[src/rtl/piso_tx.sv]
// Framed parallel-to-serial transmitter: start bit (0), DATA_W data bits LSB first,
// stop bit (1), each bit held for CLKS_PER_BIT clocks. The serial line idles high.
`timescale 1ns/1ps
module piso_tx #(
    parameter int unsigned DATA_W       = 8,
    parameter int unsigned CLKS_PER_BIT = 4
) (
    input  logic              clk,
    input  logic              reset,
    input  logic              in_valid,
    input  logic [DATA_W-1:0] in_data,
    output logic              in_ready,
    output logic              out_1,
    output logic              busy,
    output logic              tx_done
);

    // Counter widths are $clog2 of their range, never narrower than one bit.
    localparam int unsigned CntW = (CLKS_PER_BIT > 1) ? $clog2(CLKS_PER_BIT) : 1;
    localparam int unsigned IdxW = (DATA_W > 1) ? $clog2(DATA_W) : 1;

    localparam logic [CntW-1:0] LastCnt = CntW'(CLKS_PER_BIT - 1);
    localparam logic [IdxW-1:0] LastIdx = IdxW'(DATA_W - 1);

    typedef enum logic [1:0] {
        StIdle,
        StStart,
        StData,
        StStop
    } state_e;

    state_e            r_state;
    logic [DATA_W-1:0] r_shift;
    logic [CntW-1:0]   r_cnt;
    logic [IdxW-1:0]   r_idx;
    logic              r_out;
    logic              r_done;

    logic w_bit_end;

    assign w_bit_end = (r_cnt == LastCnt);

    // Handshake and status are decoded purely from the state register.
    assign in_ready = (r_state == StIdle);
    assign busy     = ~in_ready;
    assign out_1    = r_out;
    assign tx_done  = r_done;

    // Frame sequencer: one state step per bit boundary, line value and done pulse registered.
    always_ff @(posedge clk) begin
        if (!reset) begin
            r_state <= StIdle;
            r_shift <= '0;
            r_cnt   <= '0;
            r_idx   <= '0;
            r_out   <= 1'b1;
            r_done  <= 1'b0;
        end else begin
            r_done <= 1'b0;
            case (r_state)
                StIdle: begin
                    if (in_valid) begin
                        r_shift <= in_data;
                        r_cnt   <= '0;
                        r_idx   <= '0;
                        r_out   <= 1'b0;
                        r_state <= StStart;
                    end
                end
                StStart: begin
                    if (w_bit_end) begin
                        // First data bit goes out as the start bit ends.
                        r_cnt   <= '0;
                        r_out   <= r_shift[0];
                        r_shift <= r_shift >> 1;
                        r_state <= StData;
                    end else begin
                        r_cnt <= r_cnt + CntW'(1);
                    end
                end
                StData: begin
                    if (w_bit_end) begin
                        r_cnt <= '0;
                        if (r_idx == LastIdx) begin
                            r_out   <= 1'b1;
                            r_state <= StStop;
                        end else begin
                            r_idx   <= r_idx + IdxW'(1);
                            r_out   <= r_shift[0];
                            r_shift <= r_shift >> 1;
                        end
                    end else begin
                        r_cnt <= r_cnt + CntW'(1);
                    end
                end
                StStop: begin
                    if (w_bit_end) begin
                        // Line is already high; it stays high through idle.
                        r_cnt   <= '0;
                        r_shift <= '0;
                        r_done  <= 1'b1;
                        r_state <= StIdle;
                    end else begin
                        r_cnt <= r_cnt + CntW'(1);
                    end
                end
                default: begin
                    r_state <= StIdle;
                    r_out   <= 1'b1;
                end
            endcase
        end
    end

endmodule

[config.mk]
export PLATFORM = sky130hd
export DESIGN_NAME = piso_tx
export DESIGN_NICKNAME = d
export VERILOG_FILES = /design/src/rtl/piso_tx.sv
export SDC_FILE = /design/constraint.sdc
export NUM_CORES = 1
export LEC_CHECK = 0
export ABC_AREA = 1
export CAP_MARGIN = 5
export CELL_PAD_IN_SITES_DETAIL_PLACEMENT = 1
export CELL_PAD_IN_SITES_GLOBAL_PLACEMENT = 2
export CORE_MARGIN = 5
export CORE_UTILIZATION = 27
export DETAILED_ROUTE_END_ITERATION = 8
export GPL_TIMING_DRIVEN = 0
export PLACE_DENSITY_LB_ADDON = 0.1
export SETUP_SLACK_MARGIN = 0.15
export SYNTH_ARGS = -nofsm -noshare
export SYNTH_HDL_FRONTEND = slang
export SYNTH_SLANG_ARGS = --single-unit
[constraint.sdc]
create_clock -name clk -period 1.5 [get_ports clk]
set_clock_uncertainty 0.1 [all_clocks]
set_input_delay 0.45 -clock clk [delete_from_list [all_inputs] [get_ports clk]]
set_output_delay 0.45 -clock clk [all_outputs]
set_load 0.02 [all_outputs]
==> results.yml <==
power:
  switching_share: 0.438
  pwr-share-clk: 0.092
  cellPowerDensity_nw_per_um2: 2200
  leakage_nw: 0.813
  seqPwrFrac: 0.185
  p_comb_frac: 0.723
  power.net_switching_mw: 1.73
  p_int_mw: 2.22
  peakVddDrop_v: 0.000668
sta:
  tightest_slew_ps: 243
  slew_headroom: 0.838
  setup_viol: 15
  final.period_utilization: 1.10
  finalHoldViolCount: 0
  period_needed_ps: 1650
  setup_ws_ps: -155
  final_max_slew_viol_count: 0
  fmax_ghz: 0.604
  rsz0062_at_grt: "yes"
synth:
  synth_top_cell_by_area: "dfxtp_1"
  ys_seq_area_frac: 0.303
  synth_compound_area_frac: 0.0590
  synth_seq_cells: 17
  synth_top_family_by_area: "simple AND/OR/NAND/NOR gates"
  avgSynthCellArea_sq_um: 6.98
  synth_nets: 182
  yosys.area_share.simple: 0.420
  ys_types: 22
  syn_inst: 161
  ys_warn_count: 0
  netlist_top_cells_area: "dfxtp_1 (30%), nand2_1 (15%), ha_1 (11%)"
  synth_adder_area_share: 0.111
  synth_top_area_frac: 0.303
  synthMuxAreaShare: 0
  synth-xor-area-share: 0
  synth_area_sq_um: 1120
floorplanning:
  io_pins: 15
  die_w_um: 74.5
  start_util: 0.279
  die-area_sq_um: 5550
  design.core.area_sq_um: 4030
  row_count: 23
  die_h_um: 74.5
min_path:
  hp-start: "out_1$_SDFFE_PN1P_"
  holdPathStages: 2
  hold_end: "out_1$_SDFFE_PN1P_"
  hp-class: "flip-flop to flip-flop"
layout:
  n_antenna_cell: 0
  area_growth_pct: 60.1
  layout_commonest_cell: "nand2_1"
  final_layout_size_suffix_gt1_frac: 0.420
  final_cell_mix: "nand2_1 (39), nor2_1 (18), inv_1 (15)"
  fin_util: 0.447
  nets: 222
  stdcell_count: 250
global_routing:
  grt_use_total: 0.135
  antenna_found_initial: 0
  grt_pass1_vias: 1139
  gr-total-overflow: 0
  grt_first_pass_wirelength_um: 5580
  grt_max_degree: 11
placement:
  dpl.hpwl_um: 2190
  gp_congestion: 0.784
  dp.cells: 225
  portBuffers: 14
cts:
  clock_path_buffers: 2
  worstSkewPairLatency_ps: 260
  cts_root_buffer: "clkbuf_8"
  cts.clk_slew.worst_paths_ps: 70
  cts_inserted_buffers: 3
  ctsHoldBuffers: 0
  cts_num_sinks: 17
  htree_levels: 1
  tritoncts: "built"
critical_path:
  worst_ep_arrival_time_ps: 1100
  r2r_start: "r_state[1]$_SDFFE_PN0P_"
  timing.critical_path.to_type: "primary output"
  r2r_end: "r_shift[4]$_SDFFE_PN0P_"
  worstRegToRegCells: 8
  rrSetupSlack_ps: -120
  startpoint_type: "flip-flop"
  cp.required_ps: 950
  worst-path-max-fanout: 3
  path_class: "flip-flop to primary output"
route:
  vias: 1089
  first_pass_iters: 4
  vias_per_cell: 4.36
  wl_per_cell_um: 13.2
  first_iter_violations: 30
  ant_nets: 0
  drc: 0
  routed_wl_um: 3300
outcome:
  status: "finished, violations left"
  violations: "setup timing"
run:
  max_cap_viol_count: 0
worst max path at each step:
stage	startpoint	end	slack, ps	cells after the start
2_1_floorplan	r_idx[1]$_SDFFE_PN0P_	r_shift[6]$_SDFFE_PN0P_	100	9
3_3_place_gp	r_state[0]$_SDFFE_PN0P_	busy	-510	5
3_5_place_dp	r_state[0]$_SDFFE_PN0P_	busy	-520	5
4_1_cts	r_state[1]$_SDFFE_PN0P_	busy	-160	5
5_1_grt	r_state[1]$_SDFFE_PN0P_	r_shift[0]$_SDFFE_PN0P_	-200	9
6_report	r_state[1]$_SDFFE_PN0P_	busy	-150	5
routing by layer:
| metal | vias to the layer above | GRT usage | part of all wire | wire [um] |
|---|---|---|---|---|
| li1 | 573 | - | - | - |
| met3 | 7 | 0.0297 | 0.037 | 121 |
| met2 | 15 | 0.217 | 0.47 | 1570 |
| met4 | 0 | 0.0474 | 0.018 | 61 |
| met1 | 494 | 0.178 | 0.47 | 1550 |
| met5 | - | 0 | 0 | 0 |
sequential cells by signal, indices dropped and copies added (netlist names):
signal   count
r_idx        3
out_1        1
tx_done      1
r_cnt        2
r_state      2
r_shift      8
per-stage QoR:
stage / setup TNS, ps / cell area (sq um) / power [mW] / worst slack [ps] / hold slack, ps
floorplan: 0 / 1220 / 2.20 / 96.0 / 343
global placement: -4980 / 1420 / 2.58 / -512 / 347
detailed placement: -5240 / 1420 / 2.64 / -522 / 365
CTS: -1150 / 1760 / 3.86 / -158 / 376
global route: -2400 / 1800 / 4.28 / -202 / 415
finish: -1240 / 1800 / 3.96 / -155 / 367
cell families (layout without fill, tap and decap cells):
| group | after synthesis | count (layout) |
|---|---|---|
| DFF | 17 | 17 |
| AOI/OAI and AO/OA | 12 | 12 |
| adders and majority gates | 10 | 10 |
| and+or+nand+nor | 97 | 97 |
| buffers and inverters | 25 | 64 |
worst max-delay path: stages (launching register included):
cell	delay [ps]
dfxtp_4	370
inv_4	40
ha_4	170
buf_12	130
inv_12	40
buf_8	90
power groups by stage:
stage	combinational [mW]	clock, mW	sequential (mW)
2_1_floorplan	1.46	0	0.740
3_3_place_gp	1.84	0	0.741
3_5_place_dp	1.88	0	0.754
4_1_cts	2.75	0.378	0.733
5_1_grt	3.13	0.394	0.751
6_report	2.86	0.364	0.734
area by class of cell:
class	count	area, sq um
Fill cell	502	2230
Multi-Input combinational cell	119	843
Sequential cell	17	350
Timing Repair Buffer	35	342
Inverter	21	96.3
Tap cell	50	62.6
Buffer	4	58.8
Clock buffer	3	41.3
Clock inverter	1	5.00
cell usage after synthesis:
library cell / n
buf_6: 1
a211oi_1: 1
a21oi_1: 6
nand3_4: 1
nand2_1: 44
o21ai_1: 1
o21ai_0: 3
dfxtp_1: 17
buf_8: 1
ha_1: 10
buf_2: 1
inv_2: 1
inv_1: 19
buf_4: 1
nor2_1: 23
nand3_1: 11
inv_4: 1
nor2_2: 7
o21ai_2: 1
nor2_4: 2
nand2_4: 5
nand2_2: 4
what timing repair did:
action                                  4_1_cts  5_1_grt
resized for setup                            54        3
pin swaps                                     9        3
endpoints found under the setup margin       20       17
buffers inserted                             17        2
endpoints found under the hold margin         0        0
cloned                                        2        0
(Power assumes the default switching activity.)
